**src/rtl/mem_stream_sched.sv**
```systemverilog
// Shares the single RAM read port between never-stalled host reads and a credit-limited
// frame reader that streams cfg_frame_length words from cfg_base_addr as AXI-Stream frames.
module mem_stream_sched #(
    parameter int unsigned G_ADDRWIDTH = 10,
    parameter int unsigned G_DATAWIDTH = 32,
    parameter int unsigned G_WSTRB     = ((G_DATAWIDTH - 1) / 8) + 1
) (
    input  logic                   clk,
    input  logic                   rst,
    input  logic                   h_rd,
    input  logic [G_ADDRWIDTH-1:0] h_raddr,
    output logic [G_DATAWIDTH-1:0] h_rdata,
    output logic                   h_rvalid,
    input  logic                   h_wr,
    input  logic [G_ADDRWIDTH-1:0] h_waddr,
    input  logic [G_DATAWIDTH-1:0] h_wdata,
    input  logic [G_WSTRB-1:0]     h_wstrb,
    output logic                   rd,
    output logic [G_ADDRWIDTH-1:0] raddr,
    input  logic [G_DATAWIDTH-1:0] rdata,
    input  logic                   rvalid,
    output logic                   wr,
    output logic [G_ADDRWIDTH-1:0] waddr,
    output logic [G_DATAWIDTH-1:0] wdata,
    output logic [G_WSTRB-1:0]     wstrb,
    input  logic                   cfg_enable,
    input  logic [G_ADDRWIDTH-1:0] cfg_base_addr,
    input  logic [7:0]             cfg_frame_length,
    output logic [G_DATAWIDTH-1:0] m_axis_tdata,
    output logic                   m_axis_tvalid,
    output logic                   m_axis_tlast,
    input  logic                   m_axis_tready,
    output logic                   busy,
    output logic                   frame_done
);

    typedef enum logic [1:0] {StIdle, StStream, StDrain} state_e;

    state_e                 state_q, state_d;
    logic [G_ADDRWIDTH-1:0] base_q, base_d;
    logic [7:0]             len_m1_q, len_m1_d;
    logic [7:0]             idx_q, idx_d;
    logic                   frame_done_q, frame_done_d;

    // Owner FIFO entry: {stream_owned, last_of_frame}
    logic [1:0]             own_mem_q [8];
    logic [1:0]             own_mem_d [8];
    logic [2:0]             own_wp_q, own_wp_d, own_rp_q, own_rp_d;
    logic [3:0]             own_cnt_q, own_cnt_d;
    logic [2:0]             sif_q, sif_d;

    // Output FIFO entry: {last, data}
    logic [G_DATAWIDTH:0]   of_mem_q [4];
    logic [G_DATAWIDTH:0]   of_mem_d [4];
    logic [1:0]             of_wp_q, of_wp_d, of_rp_q, of_rp_d;
    logic [2:0]             of_cnt_q, of_cnt_d;

    logic                   credit_ok, stream_rd, is_last_rd;
    logic                   own_pop, host_ret, strm_ret, beat, last_beat;
    logic [1:0]             own_head;
    logic [G_DATAWIDTH:0]   of_head;

    assign wr    = h_wr;
    assign waddr = h_waddr;
    assign wdata = h_wdata;
    assign wstrb = h_wstrb;

    always_comb begin
        credit_ok  = ({1'b0, sif_q} + {1'b0, of_cnt_q}) < 4'd4;
        stream_rd  = !h_rd && (state_q == StStream) && credit_ok;
        is_last_rd = (idx_q == len_m1_q);
        rd         = h_rd || stream_rd;
        raddr      = '0;
        if (h_rd) begin
            raddr = h_raddr;
        end else if (stream_rd) begin
            raddr = base_q + G_ADDRWIDTH'(idx_q);
        end

        own_head = own_mem_q[own_rp_q];
        own_pop  = rvalid && (own_cnt_q != 4'd0);
        host_ret = own_pop && !own_head[1];
        strm_ret = own_pop && own_head[1];
        h_rvalid = host_ret;
        h_rdata  = host_ret ? rdata : '0;

        of_head       = of_mem_q[of_rp_q];
        m_axis_tvalid = (of_cnt_q != 3'd0);
        m_axis_tdata  = m_axis_tvalid ? of_head[G_DATAWIDTH-1:0] : '0;
        m_axis_tlast  = m_axis_tvalid && of_head[G_DATAWIDTH];
        beat          = m_axis_tvalid && m_axis_tready;
        last_beat     = beat && m_axis_tlast;

        busy       = (state_q != StIdle);
        frame_done = frame_done_q;
    end

    always_comb begin
        own_mem_d = own_mem_q;
        if (rd) begin
            own_mem_d[own_wp_q] = {stream_rd, stream_rd && is_last_rd};
        end
        own_wp_d  = rd ? own_wp_q + 3'd1 : own_wp_q;
        own_rp_d  = own_pop ? own_rp_q + 3'd1 : own_rp_q;
        own_cnt_d = own_cnt_q;
        if (rd && !own_pop) begin
            own_cnt_d = own_cnt_q + 4'd1;
        end else if (!rd && own_pop) begin
            own_cnt_d = own_cnt_q - 4'd1;
        end

        sif_d = sif_q;
        if (stream_rd && !strm_ret) begin
            sif_d = sif_q + 3'd1;
        end else if (!stream_rd && strm_ret) begin
            sif_d = sif_q - 3'd1;
        end

        of_mem_d = of_mem_q;
        if (strm_ret) begin
            of_mem_d[of_wp_q] = {own_head[0], rdata};
        end
        of_wp_d  = strm_ret ? of_wp_q + 2'd1 : of_wp_q;
        of_rp_d  = beat ? of_rp_q + 2'd1 : of_rp_q;
        of_cnt_d = of_cnt_q;
        if (strm_ret && !beat) begin
            of_cnt_d = of_cnt_q + 3'd1;
        end else if (!strm_ret && beat) begin
            of_cnt_d = of_cnt_q - 3'd1;
        end
    end

    always_comb begin
        state_d      = state_q;
        base_d       = base_q;
        len_m1_d     = len_m1_q;
        idx_d        = idx_q;
        frame_done_d = 1'b0;
        unique case (state_q)
            StIdle: begin
                if (cfg_enable) begin
                    base_d   = cfg_base_addr;
                    len_m1_d = cfg_frame_length - 8'd1;  // length 0 wraps to 255, i.e. 256 words
                    idx_d    = 8'd0;
                    state_d  = StStream;
                end
            end
            StStream: begin
                if (stream_rd) begin
                    idx_d = idx_q + 8'd1;
                    if (is_last_rd) begin
                        state_d = StDrain;
                    end
                end
            end
            StDrain: begin
                if (last_beat) begin
                    frame_done_d = 1'b1;
                    if (cfg_enable) begin
                        base_d   = cfg_base_addr;
                        len_m1_d = cfg_frame_length - 8'd1;
                        idx_d    = 8'd0;
                        state_d  = StStream;
                    end else begin
                        state_d = StIdle;
                    end
                end
            end
            default: state_d = StIdle;
        endcase
    end

    always_ff @(posedge clk) begin
        if (rst) begin
            state_q      <= StIdle;
            base_q       <= '0;
            len_m1_q     <= '0;
            idx_q        <= '0;
            frame_done_q <= 1'b0;
            own_wp_q     <= '0;
            own_rp_q     <= '0;
            own_cnt_q    <= '0;
            sif_q        <= '0;
            of_wp_q      <= '0;
            of_rp_q      <= '0;
            of_cnt_q     <= '0;
            for (int i = 0; i < 8; i++) begin
                own_mem_q[i] <= '0;
            end
            for (int i = 0; i < 4; i++) begin
                of_mem_q[i] <= '0;
            end
        end else begin
            state_q      <= state_d;
            base_q       <= base_d;
            len_m1_q     <= len_m1_d;
            idx_q        <= idx_d;
            frame_done_q <= frame_done_d;
            own_wp_q     <= own_wp_d;
            own_rp_q     <= own_rp_d;
            own_cnt_q    <= own_cnt_d;
            sif_q        <= sif_d;
            of_wp_q      <= of_wp_d;
            of_rp_q      <= of_rp_d;
            of_cnt_q     <= of_cnt_d;
            own_mem_q    <= own_mem_d;
            of_mem_q     <= of_mem_d;
        end
    end

endmodule

```
**config.mk**
```make
export PLATFORM = sky130hd
export DESIGN_NAME = mem_stream_sched
export DESIGN_NICKNAME = d
export VERILOG_FILES = /design/src/rtl/mem_stream_sched.sv
export SDC_FILE = /design/constraint.sdc
export NUM_CORES = 1
export LEC_CHECK = 0
export ABC_AREA = 0
export CORE_MARGIN = 1.5
export CORE_UTILIZATION = 35
export CTS_BUF_LIST = sky130_fd_sc_hd__clkbuf_4 sky130_fd_sc_hd__clkbuf_8
export CTS_CLUSTER_SIZE = 25
export DETAILED_ROUTE_END_ITERATION = 16
export GPL_TIMING_DRIVEN = 0
export PLACE_DENSITY = 0.62
export SETUP_SLACK_MARGIN = 0.2
export SYNTH_ARGS = -nofsm -noshare
export SYNTH_HDL_FRONTEND = slang
export SYNTH_SLANG_ARGS = --single-unit
```
**constraint.sdc**
```tcl
create_clock -name clk -period 2.95 [get_ports clk]
set_clock_uncertainty 0.05 [all_clocks]
set_input_delay 0.295 -clock clk [delete_from_list [all_inputs] [get_ports clk]]
set_output_delay 0.295 -clock clk [all_outputs]
set_load 0.01 [all_outputs]
```
* Word level (Yosys, flattened, before mapping) *
Index checks and enable logic that the tools add are counted.

word-level totals
  flip-flop bits (word level) = 197
  input port bits = 113
  output and inout bits = 127
  logic and storage cells = 134

operators by class
  add/subtract/negate cells = 14
  magnitude comparators = 7
  equality and inequality tests = 7
  muxes and demuxes = 39
  bitwise gates (word level) = 5
  reduce and logical (&&, ||, !) cells = 38

operator list
  kind                 number
  $bwmux 132           1
  $mux 33              3
  $bmux 33 s2          1
  $demux 33 s2         1
  $mux 32              2
  $mux 10              4
  $mux 8               5
  $pmux 8 s3           1
  $pmux 10 s2          1
  $logic_and 1x1->1    17
  $bwmux 16            1
  $pmux 8 s2           1
  $mux 2               7
  $add 3x1->3 const B  4
  $mux 3               4
  $add 10x8->10        1
  $reduce_bool 2->1    5
  $add 8x1->8 const B  1
  $eq 8x8->1           1
  $ge 4x4->1 const B   2
  $mux 4               2
  $ne 2x2->1 const B   4
  $not 3->4            2
  $sub 8x1->8 const B  1
  26 further kinds     38

* Depth between registers and ports, before layout *
  word-level depth = 9
  depth in mapped cells = 15
  gate-level depth less buffers = 14

* Worst setup path after synthesis *
Ideal clock, no wire load.

  path type = register to register
  start point = register sif_q[2]
  end point = register own_cnt_q[3]
  setup time = 0.070 ns
  arrival time = 2.898 ns
  required time = 2.830 ns
  setup slack = -0.068 ns
  cell stages (with the launch flop) = 16
  buffers on the path = 1
  period minus slack after synthesis = 3.018 ns
  cells stage by stage = dfxtp_1 -> ha_1 -> nor4_1 -> nand3_1 -> inv_1 -> clkbuf_1 -> nor2_1 -> inv_1 -> ha_1 -> inv_1 -> ha_1 -> a21o_1 -> a21oi_1 -> xnor2_1 -> or3_1 -> a21oi_1

on the way
  word-level cells in the longest chain between the ends = 7
  elaborated cells between the ends (all ways) = 9
  classes of those cells = add/sub: 1; order compare: 1; mux: 1; reduce/logical: 6

ends and longest elaborated chain
  what                         line  RTL
  start: declaration           50    logic [2:0] sif_q, sif_d;
  start signal: assignment     202   sif_q <= sif_d;
  $add 3x3->4 (*)              69    credit_ok = ({1'b0, sif_q} + {1'b0, of_cnt_q}) < 4'd4;
  $lt 4x3->1 (*)               69
  $logic_and 1x1->1 (*)        70    stream_rd = !h_rd && (state_q == StStream) && credit_ok;
  $logic_or 1x1->1 (*)         72    rd = h_rd || stream_rd;
  named net rd                 18    output logic rd,
  $logic_not 1->1              108   end else if (!rd && own_pop) begin
  $logic_and 1x1->1            108
  $reduce_bool 2->1 (no line)  n/a
  end signal: assignment       201   own_cnt_q <= own_cnt_d;
  end: declaration             49    logic [3:0] own_cnt_q, own_cnt_d;

Mark *: on every way through the listed nets, which the timed path passes. The rest lies on a longest branch.
A chain may end at the register's enable or synchronous reset.

* Worst setup path in the final report *
  start point = register own_rp_q[0]
  end point = register sif_q[2]

on the way
  word-level cells in the longest chain between the ends = 8
  elaborated cells between the ends (all ways) = 10
  classes of those cells = mux: 4; bitwise: 1; reduce/logical: 5

ends and longest elaborated chain
  what                                                line  RTL
  start: declaration                                  48    logic [2:0] own_wp_q, own_wp_d, own_rp_q, own_rp_d;
  start signal: assignment                            200   own_rp_q <= own_rp_d;
  $not 3->4 (implied by the code) (*)                 80    own_head = own_mem_q[own_rp_q];
  $bmux 2 s3 (*)                                      80
  $mux 2 (implied by the code) (*) (2 in series)      80
  $logic_and 1x1->1 (*)                               83    strm_ret = own_pop && own_head[1];
  named net strm_ret                                  59    logic own_pop, host_ret, strm_ret, beat, last_beat;
  $logic_not 1->1                                     113   if (stream_rd && !strm_ret) begin
  $logic_and 1x1->1                                   113
  $mux 3 / $reduce_bool 2->1 (equally long branches)  n/a

Mark *: on every way through the listed nets, which the timed path passes. The rest lies on a longest branch. The select of a mux whose other input is x is not followed.

==> results_dict.tcl <==
set metrics [dict create \
    outcome "complete, no violations" \
    clk_pin_slew_ns 0.10 \
    cts_tree "done" \
    peakVddDrop_v 0.000259 \
    synth_area_um2 10000 \
    ant_nets 0 \
    critPathMaxFanout 4 \
    antennaDiodeCount 0 \
    htreeDepth 4 \
    path_cells "buf_6 -> mux4_2 -> mux2i_4 -> buf_12 -> buf_6 -> nor2_4 -> inv_2 -> ha_4 -> inv_2 -> fa_2 -> xor2_1 -> or3_1 -> a21oi_2" \
    async_reset_ff_frac 0 \
    synth_cell_types 51 \
    port_buffers 191 \
    synth.largest_area_cell "dfxtp_1" \
    fill_cells 2730 \
    timing.rr.end "sif_q[2]$_SDFFE_PP0P_" \
    die_w_um 172 \
    grt_pass1_wl_mm 45.2 \
    antenna_found_initial 0 \
    slew_violations 0 \
    netSwitchingFraction 0.326 \
    switchingPower_mw 2.35 \
    hold_path.class "in -> reg" \
    track_usage 0.197 \
    synthCells 1176 \
    setup_viol 0 \
    synthFlopType "dfxtp_1" \
    ys_seq_area_frac 0.394 \
    io_pins 240 \
    cts_sinks 197 \
    die_h_um 172 \
    cp_top_family "multiplexers" \
    num_rows 61 \
    synth-edff-count 0 \
    synth.top_cell.area_share 0.394 \
    clock_latency_ns 0.47 \
    die_area_um2 29600 \
    synth-seq-cells 197 \
    r2r-start "own_rp_q[0]$_SDFFE_PP0N_" \
    p_comb_frac 0.348 \
    end_kind "register" \
    crit_type "reg -> reg" \
    synth_area_leaders "dfxtp_1, nand2_1, a21oi_1, mux4_2, buf_4" \
    core_region_area_um2 27900 \
    ys.warnings.count 0 \
    period_share 0.937 \
    max_slew_margin 0.479 \
    min_to "base_q[0]$_SDFFE_PP0P_" \
    drcViolationCount 0 \
    area_growth_pct 35.4 \
    multi_input_area_um2 5400 \
    drt_pass1_iterations 5 \
    rsz0062_at_grt "yes" \
    cp-start-kind "register" \
    synth.avg_cell_area_um2 8.51 \
    rrSetupSlack_ns 0.18 \
    placed_area_um2 12400 \
    pwr_density_cell_nw_per_um2 532 \
    final-instance-count-excl-fill 1812 \
    grt_max_degree 18 \
    cts_buffers 17 \
    p_leak_nw 5.12 \
    power_frac_seq 0.402 \
    drive_gt1_frac 0.222 \
    hold_viol 0 \
    root_buffer "clkbuf_8" \
    start_util 0.358 \
    dp_cells 1745 \
    dpl.hpwl_mm 20.4 \
    fin_crit_ns 2.77 \
    crit_path_max_incr_delay_ns 0.55 \
    overflow 0 \
    drtIter0Drc 610 \
    maxClockFrequency_mhz 362 \
    whs_path_depth 3 \
    cp.arrival_ns 3.11 \
    worstMarginPinSlew_ns 0.781 \
    post_drt_wl_per_cell_um 16.3 \
    drt-total-wl_mm 29.6 \
    viasPerCell 4.99 \
    synthesis.nets 1316 \
    seqCellArea_um2 3970 \
    routabilityCongestion 0.780 \
    hold_buffers 0 \
    grt_pass1_vias 8575 \
    p_int_mw 4.85 \
    crit_buf_inv 5 \
    worstRegToRegCells 13 \
    crit_path_top_delay_cell "mux4_2" \
    hold_start "cfg_base_addr[0]" \
    final_nets 1562 \
    required_ns 3.29 \
    maxCapViolCount 0 \
    totalPowerFinal_mw 7.20 \
    power_frac_clock 0.250 \
    fin_area_um2 13500 \
    vias 9045 \
    cts.path.max_buffers 2 \
]
how the worst max path moves through the flow:
| stage | startpoint | endpoint | slack, ns | cells after the start |
|---|---|---|---|---|
| after floorplan | sif_q[2]$_SDFFE_PP0P_ | own_cnt_q[3]$_SDFFE_PP0P_ | 0.22 | 15 |
| after global placement | h_rd | sif_q[2]$_SDFFE_PP0P_ | -0.56 | 12 |
| after detailed placement | rvalid | of_cnt_q[2]$_SDFFE_PP0P_ | -0.58 | 11 |
| after CTS | own_rp_q[0]$_SDFFE_PP0N_ | h_rdata[21] | 0.09 | 8 |
| after global routing | own_rp_q[0]$_SDFFE_PP0N_ | sif_q[2]$_SDFFE_PP0P_ | 0.1 | 13 |
| final | own_rp_q[0]$_SDFFE_PP0N_ | sif_q[2]$_SDFFE_PP0P_ | 0.18 | 13 |
worst register-to-register path, stage by stage, from the launching register on:
cell	delay, ns
dfxtp_2	0.35
buf_6	0.12
mux4_2	0.55
mux2i_4	0.18
buf_12	0.14
buf_6	0.10
nor2_4	0.04
inv_2	0.07
ha_4	0.13
inv_2	0.04
fa_2	0.34
xor2_1	0.15
or3_1	0.32
a21oi_2	0.12
routing by layer:
metal  share of wire  GRT usage  vias up
li1                -          -     4435
met1            0.44      0.249     4307
met2            0.50      0.352      291
met3           0.056     0.0327       12
met4          0.0052     0.0389        0
met5               0          0        -
state kept, by name, indices dropped and copies added, names as in the netlist:
register    flops
idx_q           8
own_cnt_q       4
sif_q           3
own_wp_q        3
of_mem_q      132
base_q         10
len_m1_q        8
of_wp_q         2
own_rp_q        3
of_rp_q         2
frame_done      1
own_mem_q      16
of_cnt_q        3
state_q         2
power by group through the flow:
stage / logic (mW) / clock network [mW] / registers (mW)
after detailed placement: 2.08 / 0 / 2.94
final: 2.51 / 1.80 / 2.89
after floorplan: 1.25 / 0 / 2.91
after CTS: 2.27 / 1.83 / 2.88
after global placement: 2.06 / 0 / 2.93
after global routing: 2.73 / 1.95 / 2.91
synthesized netlist by cell type (5+ instances only):
cell / count
mux2i_1: 7
a211oi_1: 9
nand2b_1: 7
buf_4: 48
or3_1: 5
nand3b_1: 5
a21oi_1: 156
nor2_1: 59
o21ai_0: 26
ha_1: 23
nor3b_1: 6
and3_1: 36
inv_1: 15
a22oi_1: 16
mux4_2: 34
buf_2: 6
a311oi_1: 5
clkbuf_1: 46
xnor2_1: 15
nand3_1: 6
nand2_1: 306
dfxtp_1: 197
xor2_1: 16
a21o_1: 6
and2_1: 41
buf_6: 30
stage by stage:
step	hold slack [ns]	util	setup WS (ns)	TNS (ns)
after floorplan	0.341	-	0.221	0
after global placement	0.388	0.445	-0.561	-6.23
final	0.307	0.485	0.185	0
after CTS	0.289	0.471	0.0888	0
after global routing	0.287	0.485	0.0980	0
after detailed placement	0.394	0.445	-0.577	-6.96
layout make-up:
| type | instances | share of cell area |
|---|---|---|
| well taps | 378 | 0.0349 |
| flip-flops and latches | 197 | 0.293 |
| clock inverters | 10 | 0.00831 |
| multi-input cells | 833 | 0.399 |
| clock buffers | 21 | 0.0213 |
| plain buffers | 131 | 0.0782 |
| inverters | 15 | 0.00434 |
| repair buffers | 227 | 0.161 |
repair_timing:
action                                  in CTS  in global routing
gates cloned                                 2                  2
setup buffers                               22                 10
pin swaps                                   11                 14
endpoints found under the setup margin      81                 72
resized for setup                          201                135
cells in the final DEF (no fill, tap or decap), types with 12 or more instances in the layout:
master | synthesis | layout
nor2_1 | 59 | 57
buf_2 | 6 | 19
mux4_2 | 34 | 35
and2_1 | 41 | 41
clkdlybuf4s50_1 | 0 | 142
o21ai_0 | 26 | 20
xnor2_1 | 15 | 15
a21oi_1 | 156 | 152
buf_6 | 30 | 51
xor2_1 | 16 | 16
ha_1 | 23 | 14
dfxtp_1 | 197 | 182
dfxtp_2 | 0 | 12
clkbuf_8 | 0 | 21
clkbuf_1 | 46 | 31
and3_4 | 0 | 16
nand2_1 | 306 | 306
a22oi_1 | 16 | 16
buf_4 | 48 | 77
and3_1 | 36 | 20
kinds of logic (layout without fill, tap and decap cells):
logic type / count (synthesis) / after routing / synth area share
AOI/OAI and AO/OA: 237 / 237 / 0.134
xor gates and xnor gates: 31 / 31 / 0.0271
adders and majority gates: 27 / 27 / 0.0368
buffers and inverters: 146 / 404 / 0.0960
DFF: 197 / 197 / 0.394
muxes: 46 / 46 / 0.0937
and+or+nand+nor: 492 / 492 / 0.218
No activity file was read; power rests on OpenSTA's default activity.
